## src/rtl/intra16_pred_sched_pkg.sv

```systemverilog
// Shared types, encodings and mode-selection helpers for the 16x16 intra-prediction scheduler.
package intra_pred_pkg;

  localparam int unsigned BLOCK_NUM_DEF = 10;
  localparam int unsigned MODE_CNT      = 4;
  localparam int unsigned MODE_W        = 2;
  localparam int unsigned TIMEOUT_DEF   = 64;

  // 16x16 prediction modes, launched in ascending order
  localparam logic [MODE_W-1:0] MODE_DC = 2'd0;
  localparam logic [MODE_W-1:0] MODE_TM = 2'd1;
  localparam logic [MODE_W-1:0] MODE_VE = 2'd2;
  localparam logic [MODE_W-1:0] MODE_HE = 2'd3;

  // One-hot scheduler states
  typedef enum logic [4:0] {
    ST_IDLE   = 5'b00001,
    ST_LAUNCH = 5'b00010,
    ST_WAIT   = 5'b00100,
    ST_PUSH   = 5'b01000,
    ST_FIN    = 5'b10000
  } state_e;

  // Result of a mode search: found=0 means no enabled mode above cur
  typedef struct packed {
    logic              found;
    logic [MODE_W-1:0] mode;
  } mode_pick_t;

  // Lowest enabled mode strictly above cur
  function automatic mode_pick_t first_mode_above(input logic [MODE_CNT-1:0] mask,
                                                  input logic [MODE_W-1:0]   cur);
    mode_pick_t r;
    r = '0;
    for (int i = int'(MODE_CNT) - 1; i >= 0; i--) begin
      if ((i > int'(cur)) && mask[i]) begin
        r.found = 1'b1;
        r.mode  = MODE_W'(i);
      end
    end
    return r;
  endfunction

  // Lowest enabled mode in the mask (DC when mask is empty)
  function automatic logic [MODE_W-1:0] first_mode(input logic [MODE_CNT-1:0] mask);
    logic [MODE_W-1:0] m;
    m = '0;
    for (int i = int'(MODE_CNT) - 1; i >= 0; i--) begin
      if (mask[i]) m = MODE_W'(i);
    end
    return m;
  endfunction

endpackage

```

## src/rtl/intra16_pred_sched_if.sv

```systemverilog
// Request, engine-control and result signals between encoder control, scheduler and predictor.
interface intra16_pred_sched_if #(
  parameter int unsigned BLOCK_NUM = 10,
  parameter int unsigned MODE_NUM  = 4
);

  logic                 req_valid;
  logic                 req_ready;
  logic [BLOCK_NUM-1:0] req_x;
  logic [BLOCK_NUM-1:0] req_y;
  logic [MODE_NUM-1:0]  req_mask;

  logic                 eng_start;
  logic [1:0]           eng_mode;
  logic [BLOCK_NUM-1:0] eng_x;
  logic [BLOCK_NUM-1:0] eng_y;
  logic                 eng_done;

  logic                 res_valid;
  logic                 res_ready;
  logic [1:0]           res_mode;
  logic                 res_last;

  logic                 mb_done;
  logic                 busy;
  logic                 err_timeout;

  // Scheduler side
  modport master (
    input  req_valid, req_x, req_y, req_mask, eng_done, res_ready,
    output req_ready, eng_start, eng_mode, eng_x, eng_y,
           res_valid, res_mode, res_last, mb_done, busy, err_timeout
  );

  // Environment side: encoder control, predictor and cost evaluator
  modport slave (
    output req_valid, req_x, req_y, req_mask, eng_done, res_ready,
    input  req_ready, eng_start, eng_mode, eng_x, eng_y,
           res_valid, res_mode, res_last, mb_done, busy, err_timeout
  );

endinterface

```

## src/rtl/intra16_pred_sched_mode_pick.sv

```systemverilog
// Combinational next-mode selector: next enabled mode above the current one, and the last flag.
module intra_mode_pick
  import intra_pred_pkg::*;
#(
  parameter int unsigned MODE_NUM = 4
) (
  input  logic [MODE_NUM-1:0] mask,
  input  logic [MODE_W-1:0]   cur_mode,
  output logic [MODE_W-1:0]   next_mode_c,
  output logic                last_c
);

  mode_pick_t pick;

  // Search the mask above the current mode
  always_comb begin
    pick        = first_mode_above(mask, cur_mode);
    next_mode_c = pick.mode;
    last_c      = ~pick.found;
  end

endmodule

```

## src/rtl/intra16_pred_sched.sv

```systemverilog
// Sequences one shared 16x16 intra-prediction engine through the enabled modes of one macroblock,
// forwarding each finished prediction to the cost evaluator over valid/ready.
module intra16_pred_sched
  import intra_pred_pkg::*;
#(
  parameter int unsigned BLOCK_NUM = BLOCK_NUM_DEF,
  parameter int unsigned MODE_NUM  = MODE_CNT,
  parameter int unsigned TIMEOUT   = TIMEOUT_DEF
) (
  input logic                  clk,
  input logic                  rst_n,
  intra16_pred_sched_if.master bus
);

  localparam int unsigned      CNT_W    = $clog2(TIMEOUT);
  localparam logic [CNT_W-1:0] CNT_LAST = CNT_W'(TIMEOUT - 1);

  state_e               state_q, state_d;
  logic [BLOCK_NUM-1:0] x_q, x_d;
  logic [BLOCK_NUM-1:0] y_q, y_d;
  logic [MODE_NUM-1:0]  mask_q, mask_d;
  logic [MODE_W-1:0]    mode_q, mode_d;
  logic [CNT_W-1:0]     cnt_q, cnt_d;
  logic                 err_q, err_d;
  logic [MODE_W-1:0]    res_mode_q, res_mode_d;
  logic                 res_last_q, res_last_d;
  logic                 req_ready_q, req_ready_d;
  logic                 eng_start_q, eng_start_d;
  logic                 res_valid_q, res_valid_d;
  logic                 mb_done_q, mb_done_d;
  logic                 busy_q, busy_d;

  logic [MODE_W-1:0]    pick_next_c;
  logic                 pick_last_c;

  // Next enabled mode after the one currently in flight
  intra_mode_pick #(
    .MODE_NUM (MODE_NUM)
  ) u_mode_pick (
    .mask        (mask_q),
    .cur_mode    (mode_q),
    .next_mode_c (pick_next_c),
    .last_c      (pick_last_c)
  );

  // State register, latched MB context and registered outputs
  always_ff @(posedge clk or negedge rst_n) begin
    if (!rst_n) begin
      state_q     <= ST_IDLE;
      x_q         <= '0;
      y_q         <= '0;
      mask_q      <= '0;
      mode_q      <= '0;
      cnt_q       <= '0;
      err_q       <= 1'b0;
      res_mode_q  <= '0;
      res_last_q  <= 1'b0;
      req_ready_q <= 1'b1;
      eng_start_q <= 1'b0;
      res_valid_q <= 1'b0;
      mb_done_q   <= 1'b0;
      busy_q      <= 1'b0;
    end else begin
      state_q     <= state_d;
      x_q         <= x_d;
      y_q         <= y_d;
      mask_q      <= mask_d;
      mode_q      <= mode_d;
      cnt_q       <= cnt_d;
      err_q       <= err_d;
      res_mode_q  <= res_mode_d;
      res_last_q  <= res_last_d;
      req_ready_q <= req_ready_d;
      eng_start_q <= eng_start_d;
      res_valid_q <= res_valid_d;
      mb_done_q   <= mb_done_d;
      busy_q      <= busy_d;
    end
  end

  // Next-state logic; outputs are decoded from the next state so they register in step with it
  always_comb begin
    state_d    = state_q;
    x_d        = x_q;
    y_d        = y_q;
    mask_d     = mask_q;
    mode_d     = mode_q;
    cnt_d      = cnt_q;
    err_d      = err_q;
    res_mode_d = res_mode_q;
    res_last_d = res_last_q;

    unique case (state_q)
      ST_IDLE: begin
        if (bus.req_valid && req_ready_q) begin
          x_d    = bus.req_x;
          y_d    = bus.req_y;
          mask_d = bus.req_mask;
          err_d  = 1'b0;
          if (|bus.req_mask) begin
            mode_d  = first_mode(bus.req_mask);
            state_d = ST_LAUNCH;
          end else begin
            state_d = ST_FIN;
          end
        end
      end
      ST_LAUNCH: begin
        // A done seen during the start cycle belongs to no launch of ours
        cnt_d   = '0;
        state_d = ST_WAIT;
      end
      ST_WAIT: begin
        if (bus.eng_done) begin
          res_mode_d = mode_q;
          res_last_d = pick_last_c;
          state_d    = ST_PUSH;
        end else if (cnt_q == CNT_LAST) begin
          err_d   = 1'b1;
          state_d = ST_FIN;
        end else begin
          cnt_d = cnt_q + CNT_W'(1);
        end
      end
      ST_PUSH: begin
        if (bus.res_ready) begin
          if (res_last_q) begin
            state_d = ST_FIN;
          end else begin
            mode_d  = pick_next_c;
            state_d = ST_LAUNCH;
          end
        end
      end
      ST_FIN: begin
        state_d = ST_IDLE;
      end
      default: begin
        state_d = ST_IDLE;
      end
    endcase

    req_ready_d = (state_d == ST_IDLE);
    eng_start_d = (state_d == ST_LAUNCH);
    res_valid_d = (state_d == ST_PUSH);
    mb_done_d   = (state_d == ST_FIN);
    busy_d      = (state_d != ST_IDLE);
  end

  // Drive the interface from the registers
  assign bus.req_ready   = req_ready_q;
  assign bus.eng_start   = eng_start_q;
  assign bus.eng_mode    = mode_q;
  assign bus.eng_x       = x_q;
  assign bus.eng_y       = y_q;
  assign bus.res_valid   = res_valid_q;
  assign bus.res_mode    = res_mode_q;
  assign bus.res_last    = res_last_q;
  assign bus.mb_done     = mb_done_q;
  assign bus.busy        = busy_q;
  assign bus.err_timeout = err_q;

endmodule

```

## src/flat_wrapper.sv

```systemverilog
// flat-port wrapper written by rule: the top's interface ports become plain ports
module intra16_pred_sched_flat import intra_pred_pkg::*;
#(
  parameter int unsigned BLOCK_NUM = BLOCK_NUM_DEF,
  parameter int unsigned MODE_NUM  = MODE_CNT,
  parameter int unsigned TIMEOUT   = TIMEOUT_DEF
)
  (clk, rst_n, bus_req_valid, bus_req_x, bus_req_y, bus_req_mask, bus_eng_done, bus_res_ready, bus_req_ready, bus_eng_start, bus_eng_mode, bus_eng_x, bus_eng_y, bus_res_valid, bus_res_mode, bus_res_last, bus_mb_done, bus_busy, bus_err_timeout);
  intra16_pred_sched_if #(.BLOCK_NUM(BLOCK_NUM), .MODE_NUM(MODE_NUM)) bus_i ();
  input logic clk;
  input logic rst_n;
  input wire logic [$bits(bus_i.req_valid)-1:0] bus_req_valid;
  input wire logic [$bits(bus_i.req_x)-1:0] bus_req_x;
  input wire logic [$bits(bus_i.req_y)-1:0] bus_req_y;
  input wire logic [$bits(bus_i.req_mask)-1:0] bus_req_mask;
  input wire logic [$bits(bus_i.eng_done)-1:0] bus_eng_done;
  input wire logic [$bits(bus_i.res_ready)-1:0] bus_res_ready;
  output wire logic [$bits(bus_i.req_ready)-1:0] bus_req_ready;
  output wire logic [$bits(bus_i.eng_start)-1:0] bus_eng_start;
  output wire logic [$bits(bus_i.eng_mode)-1:0] bus_eng_mode;
  output wire logic [$bits(bus_i.eng_x)-1:0] bus_eng_x;
  output wire logic [$bits(bus_i.eng_y)-1:0] bus_eng_y;
  output wire logic [$bits(bus_i.res_valid)-1:0] bus_res_valid;
  output wire logic [$bits(bus_i.res_mode)-1:0] bus_res_mode;
  output wire logic [$bits(bus_i.res_last)-1:0] bus_res_last;
  output wire logic [$bits(bus_i.mb_done)-1:0] bus_mb_done;
  output wire logic [$bits(bus_i.busy)-1:0] bus_busy;
  output wire logic [$bits(bus_i.err_timeout)-1:0] bus_err_timeout;
  assign bus_i.req_valid = bus_req_valid;
  assign bus_i.req_x = bus_req_x;
  assign bus_i.req_y = bus_req_y;
  assign bus_i.req_mask = bus_req_mask;
  assign bus_i.eng_done = bus_eng_done;
  assign bus_i.res_ready = bus_res_ready;
  assign bus_req_ready = bus_i.req_ready;
  assign bus_eng_start = bus_i.eng_start;
  assign bus_eng_mode = bus_i.eng_mode;
  assign bus_eng_x = bus_i.eng_x;
  assign bus_eng_y = bus_i.eng_y;
  assign bus_res_valid = bus_i.res_valid;
  assign bus_res_mode = bus_i.res_mode;
  assign bus_res_last = bus_i.res_last;
  assign bus_mb_done = bus_i.mb_done;
  assign bus_busy = bus_i.busy;
  assign bus_err_timeout = bus_i.err_timeout;
  intra16_pred_sched #(.BLOCK_NUM(BLOCK_NUM), .MODE_NUM(MODE_NUM), .TIMEOUT(TIMEOUT)) u_core (.clk(clk), .rst_n(rst_n), .bus(bus_i));
endmodule
```

## config.mk

```make
export PLATFORM = sky130hd
export DESIGN_NAME = intra16_pred_sched_flat
export DESIGN_NICKNAME = d
export VERILOG_FILES = /design/src/rtl/intra16_pred_sched_pkg.sv /design/src/rtl/intra16_pred_sched_if.sv /design/src/rtl/intra16_pred_sched_mode_pick.sv /design/src/rtl/intra16_pred_sched.sv /design/src/flat_wrapper.sv
export SDC_FILE = /design/constraint.sdc
export NUM_CORES = 1
export LEC_CHECK = 0
export ABC_AREA = 1
export CELL_PAD_IN_SITES_DETAIL_PLACEMENT = 2
export CELL_PAD_IN_SITES_GLOBAL_PLACEMENT = 2
export CORE_MARGIN = 10
export CORE_UTILIZATION = 27
export CTS_BUF_LIST = sky130_fd_sc_hd__clkbuf_16
export DETAILED_ROUTE_END_ITERATION = 7
export GPL_ROUTABILITY_DRIVEN = 0
export PLACE_DENSITY_LB_ADDON = 0.1
export SYNTH_ARGS = -nofsm -noshare
export SYNTH_HDL_FRONTEND = slang
export SYNTH_SLANG_ARGS = --single-unit
```

## constraint.sdc

```tcl
create_clock -name clk -period 1.8 [get_ports clk]
set_input_delay 0.54 -clock clk [delete_from_list [all_inputs] [get_ports clk]]
set_output_delay 0.54 -clock clk [all_outputs]
set_load 0.03 [all_outputs]
```

==> results of run 1 <==
## sequential cells by signal (all words and copies together) (netlist names)
signal / count
u_core.bus.eng_x: 10
u_core.bus.res_last: 1
u_core.bus.busy: 1
u_core.bus.mb_done: 1
u_core.bus.eng_start: 1
u_core.cnt_q: 6
u_core.bus.err_timeout: 1
u_core.mask_q: 3
u_core.bus.res_valid: 1
u_core.bus.eng_y: 10
u_core.state_q: 5
u_core.bus.req_ready: 1
u_core.bus.eng_mode: 2
u_core.bus.res_mode: 2
## cell usage after synthesis, types with 2 or more instances
cell type,instances,area [um^2]
nand2_1,82,307.8
dfrtp_1,43,1076
nand3_1,37,185.2
inv_1,20,75.07
nor2_1,11,41.29
o21ai_0,10,50.05
nand2_2,7,43.79
nand4_1,4,25.02
o21ai_1,4,20.02
nor2_4,3,33.78
buf_4,2,15.01
buf_6,2,22.52
clkbuf_1,2,7.510
dfstp_2,2,52.55
inv_2,2,7.510
nand3_2,2,20.02
## worst paths after layout
path / cells after the start / slack, ps / end / start
max in group asynchronous: 2 / 1030 / u_core.state_q[3] / rst_n
min in group clk: 2 / 470 / u_core.bus.err_timeout / u_core.bus.err_timeout
max reg2reg: 8 / 360 / u_core.cnt_q[5] / u_core.cnt_q[0]
min reg2reg: 2 / 470 / u_core.bus.err_timeout / u_core.bus.err_timeout
max: 1 / 170 / bus_res_last / u_core.bus.res_last
min: 1 / 240 / u_core.bus.res_mode[1] / rst_n
## cells by family after synthesis
| logic type | count (synthesis) | synth area share, % |
|---|---|---|
| AO/OA/AOI/OAI | 15 | 3.550 |
| XOR/XNOR | 2 | 0.8286 |
| adder cells (fa/ha/maj) | 1 | 0.5916 |
| buffers and inverters | 28 | 6.035 |
| flip-flops | 45 | 53.37 |
| multiplexers | 1 | 0.4734 |
| AND/OR/NAND/NOR | 154 | 35.15 |
## layout make-up
class | count | area, um^2 | share of cell area, %
sequential | 45 | 1129 | 37.47
inverter | 22 | 82.58 | 2.742
clock inverter | 3 | 11.26 | 0.3739
multi-input combinational | 173 | 858.3 | 28.50
clock buffer | 5 | 125.1 | 4.155
timing repair buffer | 70 | 678.2 | 22.52
tap | 102 | 127.6 | 4.238
## metal layers
| layer | GRT usage, % | share of wire [%] |
|---|---|---|
| met3 | 5.770 | 9.0 |
| met4 | 3.107 | 1.1 |
| met1 | 13.96 | 45 |
| met2 | 17.72 | 45 |
| met5 | 0 | 0 |
## timing repair
action                     4_1_cts  5_1_grt
resized for setup               30        0
setup endpoints to repair       30        0
hold buffers                     0        0
## power groups by stage
stage	sequential (W)	combinational (W)	clock, W
after floorplan	0.00218	0.000977	0
after global routing	0.00166	0.00265	0.000960
after CTS	0.00162	0.00245	0.000917
final	0.00161	0.00238	0.000880
after global placement	0.00164	0.00259	0
after detailed placement	0.00164	0.00264	0
## metrics by stage
step,util [%],setup WS (ps)
6_report,39.18,169.3
5_1_grt,39.18,107.1
4_1_cts,39.18,144.0
3_5_place_dp,37.89,-34.08
2_1_floorplan,-,419.4
3_3_place_gp,37.89,-3.701
==> flow_summary.toml, run 1 <==
[power]
power.share.clock_pct = 18.1
power_w = 0.004862
leakage_nw = 1.589
ir_worst_vdd_v = 0.0005235
internal-power_w = 0.002701
pwr-share-seq_pct = 33.0
power_density_mw_per_mm2 = 1614
swShare_pct = 44.44
power_switching_w = 0.002161
comb_power_share_pct = 48.9

[worst_setup_path]
cp_slowest_cell = "dlygate4sd2_1"
critPathKind = "flip-flop to output port"
required_ps = 1260
cp_num_buf_inv = 1
path_max_fanout = 4
endpoint_kind = "output port"
cp_top_family = "buffers and inverters"
path_cells = "dlygate4sd2_1"
critPathMaxStageDelay_ps = 420
cp-start-kind = "flip-flop"
worstPathArrival_ps = 1090

[floorplanning]
dieWidth_um = 108.5
start_util_pct = 27.51
chipHeight_um = 108.5
io_pins = 60
core_area_mm2 = 0.007687
rows = 32
dieArea_mm2 = 0.01177

[final_layout]
stdcell_area_mm2 = 0.003012
num_antenna_cells = 0
finalNetCount = 347
layout_commonest_cell = "nand2_1"
n_fill_cell = 884
instances_no_fill = 420
area_growth_pct = 42.43
final_cell_mix = "nand2_1, dfrtp_1, nand3_1"
drive_gt1_share_pct = 12.26

[hold_path]
hp-class = "input port to asynchronous set/reset pin"

[synthesis]
netlist_area_mm2 = 0.002115
synthCells = 246
syn-num-nets = 276
synth_cell_type_count = 29
ys.flop_type = "dfrtp_1"
synth_enable_flop_cells = 0
synth-seq-cells = 45
ys_async_sr_fraction_pct = 100.0
syn_avg_cell_area_um2 = 8.596
yosys_warnings = 0
seq_area_frac_synth_pct = 53.37

[placement]
dp.cells = 412
dp_hpwl_mm = 5.026
placed_area_mm2 = 0.002913
port_buffers = 59

[routing]
vias = 1915
first_pass_iters = 4
viasPerCell = 4.560
routed_wl_mm = 6.486
ant_nets = 0
drc_errors = 0
routedWlPerCell_um = 15.44
initialDrtViolationCount = 43

[global_route]
track_usage_pct = 11.51
grt_pass1_wl_mm = 10.77
grt_pass1_vias = 2139
grt_max_degree = 26
grt_remaining_overflow = 0
antenna_found_initial = 0

[clock_tree]
insertion_delay_ps = 280
numCtsBuffers = 5
clk_pin_slew_worst_paths_ps = 60
cts_sinks = 45
htree_num_levels = 2
ctsLongestPathBuffers = 2
tritoncts = "built"
cts-root-buf = "clkbuf_16"
cts_setup_buffers = 0

[sta]
hold_ws_ps = 243.4
setup_viol = 0
rsz0062_at_grt = "no"
max_freq_mhz = 613.2
max_slew_margin_pct = 63.10
setup-tns-final_ps = 0
worst_pin_slew_ps = 553.4
hold_viol = 0
fin_crit_ps = 1631
slew_viol_final = 0
fin_crit_sh_pct = 90.60
finClkSkew_ps = 6.655

[run_status]
outcome = "finished clean"

[job]
max-cap-violations = 0
No activity file was read; power rests on OpenSTA's default activity.
==> inputs of run 2 (changes only) <==
- PLACE_DENSITY_LB_ADDON: 0.1 -> 0.25
==> flow_summary.toml, run 2 (synthesized netlist as in run 1, its figures left out) <==
[clock_tree]
tritoncts = "built"
numCtsBuffers = 5
postCtsHoldBufs = 0
ctsLongestPathBuffers = 2
clk_pin_slew_worst_paths_ps = 60
insertion_delay_ps = 290
htree_num_levels = 2
cts-root-buf = "clkbuf_16"
cts_sinks = 45
cts_setup_buffers = 0

[final_layout]
stdcell_area_mm2 = 0.002989
num_antenna_cells = 0
drive_gt1_share_pct = 12.89
finalNetCount = 347
multi_input_area_um2 = 858.3
final_cell_mix = "nand2_1, dfrtp_1, nand3_1"
seqCellArea_mm2 = 0.001129
postLayoutCoreUtil_pct = 38.88
area_growth_pct = 41.36
n_fill_cell = 903
layout_commonest_cell = "nand2_1"

[floorplanning]
rows = 32
chipHeight_um = 108.5
core_area_mm2 = 0.007687
dieArea_mm2 = 0.01177
io_pins = 60
start_util_pct = 27.51
dieWidth_um = 108.5

[sta]
setup_slack_ps = 161.1
finClkSkew_ps = 4.311
max_freq_mhz = 610.2
hold_viol = 0
max_slew_margin_pct = 72.67
rsz0062_at_grt = "no"
worst_pin_slew_ps = 409.9
fin_crit_sh_pct = 91.05
setup_viol = 0
slew_viol_final = 0
fin_crit_ps = 1639

[global_route]
track_usage_pct = 11.70
grt_remaining_overflow = 0
grt_pass1_vias = 2173
grt_max_degree = 26
antenna_found_initial = 0
grt_pass1_wl_mm = 10.90

[worst_setup_path]
timing.rr.start = "u_core.state_q[3]"
path_max_fanout = 4
cp_top_family = "buffers and inverters"
cp_slowest_cell = "dlygate4sd2_1"
cp_num_buf_inv = 1
cp-start-kind = "flip-flop"
path_cells = "dlygate4sd2_1"
critPathKind = "flip-flop to output port"
endpoint_kind = "output port"
cp-startpoint = "u_core.bus.res_last"
required_ps = 1260
critPathMaxStageDelay_ps = 420
worstPathArrival_ps = 1100

[routing]
viasPerCell = 4.538
first_pass_iters = 4
vias = 1906
routedWlPerCell_um = 15.47
routed_wl_mm = 6.498
drc_errors = 0
ant_nets = 0
initialDrtViolationCount = 32

[power]
internal-power_w = 0.002664
comb_power_share_pct = 48.1
power_density_mw_per_mm2 = 1614
leakage_nw = 1.578
power_w = 0.004826
power_switching_w = 0.002162
pwr-share-seq_pct = 33.1
ir_worst_vdd_v = 0.0005815
power.share.clock_pct = 18.8
swShare_pct = 44.80

[job]
max-cap-violations = 0

[hold_path]
hp-class = "input port to asynchronous set/reset pin"

[placement]
place_ws_ps = -41.83
placed_area_mm2 = 0.002888
dp_hpwl_mm = 5.029
port_buffers = 59

[run_status]
outcome = "finished clean"
run 2: worst reg2reg max path, cell delays in order, from the launching register on:
cell and delay, ps:
dfrtp_1 450, nor2_4 170, nand2_2 110, nor2_8 240, nand2_4 240, nand2_1 130, o21ai_1 70
run 2: layer usage:
layer	up-vias	global-route usage, %	wire length [um]
met5	-	0	0
met4	0	3.672	78
met3	7	6.008	599
met2	44	18.15	3007
met1	927	13.80	2813
li1	928	-	-
run 2: worst paths after layout:
path                                           to  slack (ps)  cells past startpoint
setup reg to reg                 u_core.mask_q[2]         280                      6
min in group clk           u_core.bus.err_timeout         460                      2
setup / recovery                     bus_res_last         160                      1
max in group asynchronous    u_core.bus.req_ready        1060                      2
hold / removal                u_core.bus.eng_x[7]         170                      1
hold reg to reg            u_core.bus.err_timeout         460                      2
run 2: layout make-up:
| class | count | share of cell area, % |
|---|---|---|
| clock inverters | 3 | 0.4604 |
| repair buffers | 70 | 21.85 |
| clock buffers | 5 | 4.186 |
| multi-input cells | 173 | 28.71 |
| flip-flops and latches | 45 | 37.76 |
| well taps | 102 | 4.270 |
| inverters | 22 | 2.763 |
run 2: what timing repair did:
item | CTS | global route
endpoints found under the setup margin | 30 | 0
hold endpoints to repair | 0 | 0
resized for setup | 30 | 0
run 2: through the flow:
step,setup TNS (ps),std cells,hold WS (ps)
global route,0,420,190.8
finish,0,420,174.2
CTS,0,420,185.1
detailed placement,-605.6,412,461.1
floorplan,0,246,244.4
global placement,0,412,452.9
run 2: power groups by stage:
stage / clock, W / sequential [W] / combinational [W]
after floorplan: 0 / 0.00218 / 0.000977
after global placement: 0 / 0.00162 / 0.00252
after detailed placement: 0 / 0.00163 / 0.00258
after CTS: 0.000937 / 0.00161 / 0.00240
after global routing: 0.000975 / 0.00165 / 0.00259
final: 0.000906 / 0.00160 / 0.00232
==> inputs of run 3 (changes only) <==
- SLEW_MARGIN: not set -> 0
==> results of run 3 <==
No change in the layout: final DEF, timing and power equal those of run 2.
